[src/rtl/stream_mux.sv]
// stream_mux: N-way registered channel multiplexer with valid/ready handshake and glitch-free switching.
// Optional starvation failsafe enabled by defining STREAM_MUX_FAILSAFE_EN.
`default_nettype none

module stream_mux #(
  parameter int WIDTH       = 4,
  parameter int NUM_CH      = 2,
  parameter int DEFAULT_SEL = 0,
  parameter int TIMEOUT     = 1000,
  parameter int FAILSAFE_CH = 0,
  localparam int SEL_W      = $clog2(NUM_CH)
) (
  input  logic                    clk_i,
  input  logic                    rst_i,
  input  logic [NUM_CH*WIDTH-1:0] data_i,
  input  logic [NUM_CH-1:0]       valid_i,
  output logic [NUM_CH-1:0]       ready_o,
  input  logic [SEL_W-1:0]        sel_i,
  output logic [WIDTH-1:0]        data_o,
  output logic                    valid_o,
  input  logic                    ready_i,
  output logic [SEL_W-1:0]        active_sel_o,
  output logic                    sel_err_o,
  output logic                    fault_o
);

  localparam logic [SEL_W:0]   NUM_CH_W = NUM_CH[SEL_W:0];
  localparam logic [SEL_W-1:0] DEF_SEL  = DEFAULT_SEL[SEL_W-1:0];

  logic [WIDTH-1:0] ch_data [NUM_CH];
  logic             load_en;
  logic             sel_bad;
  logic             switch_req;
  logic             take;
  logic             do_switch;
  logic             valid_act;
  logic             timeout;
  logic             fault_gate;

  for (genvar k = 0; k < NUM_CH; k++) begin : g_ch
    assign ch_data[k] = data_i[k*WIDTH +: WIDTH];
  end

  assign load_en    = !valid_o | ready_i;
  assign sel_bad    = {1'b0, sel_i} >= NUM_CH_W;
  assign valid_act  = valid_i[active_sel_o];
  // While the failsafe holds the mux, only a request for the failsafe channel is honoured.
  assign switch_req = (sel_i != active_sel_o) & !sel_bad & fault_gate;
  assign do_switch  = switch_req & load_en;
  assign take       = valid_act & load_en & !switch_req;

  always_comb begin
    ready_o               = '0;
    ready_o[active_sel_o] = load_en & !switch_req;
  end

  always_ff @(posedge clk_i) begin
    if (rst_i) begin
      data_o       <= '0;
      valid_o      <= 1'b0;
      active_sel_o <= DEF_SEL;
      sel_err_o    <= 1'b0;
    end else begin
      sel_err_o <= sel_bad;
      if (load_en) begin
        if (take) begin
          data_o  <= ch_data[active_sel_o];
          valid_o <= 1'b1;
        end else begin
          valid_o <= 1'b0;
        end
      end
      if (timeout) begin
        active_sel_o <= FAILSAFE_CH[SEL_W-1:0];
      end else if (do_switch) begin
        active_sel_o <= sel_i;
      end
    end
  end

`ifdef STREAM_MUX_FAILSAFE_EN
  localparam int               CNT_W    = (TIMEOUT > 1) ? $clog2(TIMEOUT + 1) : 1;
  localparam logic [CNT_W-1:0] CNT_LAST = CNT_W'(TIMEOUT - 1);
  localparam logic [SEL_W-1:0] FS_SEL   = FAILSAFE_CH[SEL_W-1:0];

  logic [CNT_W-1:0] starve_cnt;
  logic             on_fs;

  assign on_fs      = (active_sel_o == FS_SEL);
  assign fault_gate = !fault_o | (sel_i == FS_SEL);
  assign timeout    = !fault_o & !on_fs & !valid_act & (starve_cnt == CNT_LAST);

  always_ff @(posedge clk_i) begin
    if (rst_i) begin
      starve_cnt <= '0;
      fault_o    <= 1'b0;
    end else begin
      if (timeout) begin
        fault_o <= 1'b1;
      end else if (fault_o && (sel_i == FS_SEL)) begin
        fault_o <= 1'b0;
      end
      if (timeout | take | do_switch | on_fs) begin
        starve_cnt <= '0;
      end else if (!valid_act && !fault_o) begin
        starve_cnt <= starve_cnt + 1'b1;
      end
    end
  end
`else
  logic unused_failsafe_params;

  assign fault_gate             = 1'b1;
  assign timeout                = 1'b0;
  assign unused_failsafe_params = (TIMEOUT != 0) ^ (FAILSAFE_CH != 0);

  always_ff @(posedge clk_i) begin
    fault_o <= 1'b0;
  end
`endif

endmodule

`default_nettype wire
[config.mk]
export PLATFORM = sky130hd
export DESIGN_NAME = stream_mux
export DESIGN_NICKNAME = d
export VERILOG_FILES = /design/src/rtl/stream_mux.sv
export SDC_FILE = /design/constraint.sdc
export NUM_CORES = 1
export LEC_CHECK = 0
export ABC_AREA = 1
export ABC_CLOCK_PERIOD_IN_PS = 1200
export CORE_AREA = 5 5 42 44
export CTS_CLUSTER_SIZE = 8
export DETAILED_ROUTE_END_ITERATION = 10
export DIE_AREA = 0 0 47 49
export GPL_TIMING_DRIVEN = 0
export HOLD_SLACK_MARGIN = 0.1
export SYNTH_ARGS = -nofsm -noshare
export SYNTH_HDL_FRONTEND = slang
export SYNTH_SLANG_ARGS = --single-unit
[constraint.sdc]
create_clock -name clk_i -period 1.2 [get_ports clk_i]
set_clock_uncertainty 0.05 [all_clocks]
set_input_delay 0.18 -clock clk_i [delete_from_list [all_inputs] [get_ports clk_i]]
set_output_delay 0.18 -clock clk_i [all_outputs]
set_load 0.02 [all_outputs]
==> results.txt <==
Status -> finished, violations left
Failing checks -> negative setup slack
Initial antenna violation count -> 0
Period utilization -> 1.00
Area grow syn2layout -> 99.3%
Reg2reg setup slack -> 0.03 ns
Detailed Place HPWL -> 766 um
Post-synthesis mux area share -> 0
All-layer global routing usage -> 0.0993
Synth unique cells -> 12
CTS H-tree lvls -> 1
Simple-gate area share of the yosys netlist -> 0.467
Worst Setup SP -> valid_o
Largest net degree at the start of global routing -> 10
Crit path max fanout -> 4
Maximum VDD drop -> 0.440 mV
Avg Vias per Cell -> 4.06
Num CTS Buffers -> 3
CTS tree -> built
DIE AREA -> 2300 um^2
Synth Instances -> 61
CP Capture Type -> output pin
Post-CTS Hold Buffers -> 0
Period minus WS final -> 1.21 ns
First-pass GRT wire length -> 1660 um
RSZ-0062 raised after global routing -> yes
Hold Violations, Final -> 0
Antenna viol nets, final -> 0
Min-Delay Path Class -> in2reg
Clock transition at path regs -> 0.04 ns
WHS Path Cells -> 4
Worst Hold End -> active_sel_o
Finished Core Util -> 0.538
Hold_sp -> ready_i
Most frequent cells in the layout -> nand2_1, buf_4, clkdlybuf4s50_1
Worst setup SP type -> flop
CTS sink cnt -> 6
Cell Pwr Density -> 878 nW/um^2
Post-synthesis adder-cell area fraction -> 0
Post-synthesis compound-gate area fraction -> 0.0265
Main combinational cell family by area after synthesis -> simple AND/OR/NAND/NOR gates
Worst Reg-to-Reg Cells -> 9
Core outline area -> 1400 um^2
Clock root cell -> clkbuf_4
Initial Utilization -> 0.270
Yosys warnings -> 0
Critical R2R Launch -> active_sel_o
XOR/XNOR share of the synthesized area -> 0
Fin nets -> 113
Post-synthesis register bit count -> 6
R2R Path End -> data_o[2]
Vias -> 459
Final Wtd Congestion -> 0.643
IO Port Bufs -> 21
Post-route design area -> 753 um^2
Synthesized area -> 378 um^2
Critical path class -> reg2out
Placed inst area -> 612 um^2
Post-Place Worst Slack -> -0.667 ns
Slew Viols, Final -> 0
Die Height -> 49 um
CP required -> 0.97 ns
Most common cell after layout, fill and taps aside -> nand2_1
Grt ovf -> 0
Wirelength per Cell -> 9.50 um
Drc violations -> 0
Die width -> 47 um
Syn avg cell area -> 6.19 um^2
WL final -> 1070 um
N_diodes -> 0
Worst Path Arrival -> 0.98 ns
Worst-skew pair later-pin latency -> 0.23 ns
# rows -> 14
Final WS setup -> -0.00551 ns
DR pass1 iterations -> 2
Tot Pwr -> 0.661 mW
Max-capacitance violation count -> 0
Final setup viols -> 1
Fraction of layout cells with a size suffix above 1 -> 0.351
Inst Count DP -> 99
# IOs -> 24
Pleak -> 0.409 nW
Vias in the first global route -> 427
Post-route insts no fill -> 113
Post-synthesis sequential area ratio -> 0.318
Clock buffer depth -> 2
Maximum clock rate -> 830 MHz
Iter 0 DRT Violations -> 4
## worst max path at each step
stage	cells past startpoint	slack, ns	endpoint
finish	5	-0.006	ready_o[0]
global route	9	-0.07	data_o[2]
CTS	5	-0.009	ready_o[0]
detailed placement	6	-0.67	ready_o[1]
global placement	6	-0.69	ready_o[1]
floorplan	3	0.02	ready_o[1]
## cells in the mapped netlist
cell	instances	area, um^2
nand2_1	24	90.1
nor2_1	9	33.8
inv_1	8	30.0
dfxtp_1	6	120
nand2_2	4	25.0
a21oi_1	2	10.0
buf_4	2	15.0
nand3_1	2	10.0
buf_6	1	11.3
conb_1	1	3.75
inv_8	1	11.3
nand3_4	1	17.5
## where the power goes
| group | switching (mW) | internal (mW) |
|---|---|---|
| combinational | 0.126 | 0.128 |
| clock | 0.0691 | 0.113 |
| sequential | 0.00838 | 0.218 |
| total | 0.203 | 0.458 |
## metal layers
| metal | part of all wire | GRT usage | up-vias |
|---|---|---|---|
| met1 | 0.39 | 0.110 | 193 |
| met4 | 0.012 | 0.0783 | 0 |
| met3 | 0.093 | 0.0369 | 2 |
| li1 | - | - | 251 |
| met5 | 0 | 0 | - |
| met2 | 0.50 | 0.145 | 13 |
## worst max-delay path: stages (launching register included)
cell and delay [ns]:
dfxtp_2 0.34, nand2_2 0.07, buf_6 0.11, nand3_1 0.05, inv_1 0.05, buf_6 0.12
## cell type report
class	instances	area (um^2)
multi-input cells	45	239
inverters	9	41.3
flip-flops and latches	6	123
well taps	16	20.0
fillers	156	648
repair buffers	31	282
plain buffers	3	26.3
clock buffers	3	22.5
## kinds of logic after synthesis
group           Yosys count
compound gates            2
buf+inv                  12
flops                     6
other cells               1
simple gates             40
## flip-flops by register name, summed over array words and instances, names as in the netlist
name	cells
active_sel_o	1
data_o	4
valid_o	1
## timing repair
action	in CTS	in global routing
gates resized for setup	23	11
pin swaps	1	6
endpoints found under the setup margin	8	7
setup buffers	8	3
gates cloned	0	1
## metrics by stage
stage                     hold slack, ns  TNS [ns]
after floorplan                    0.199         0
after global placement             0.446     -1.82
after detailed placement           0.448     -1.86
after CTS                          0.292  -0.00934
after global routing               0.314    -0.242
final                              0.294  -0.00551
No activity file was read; power rests on OpenSTA's default activity.
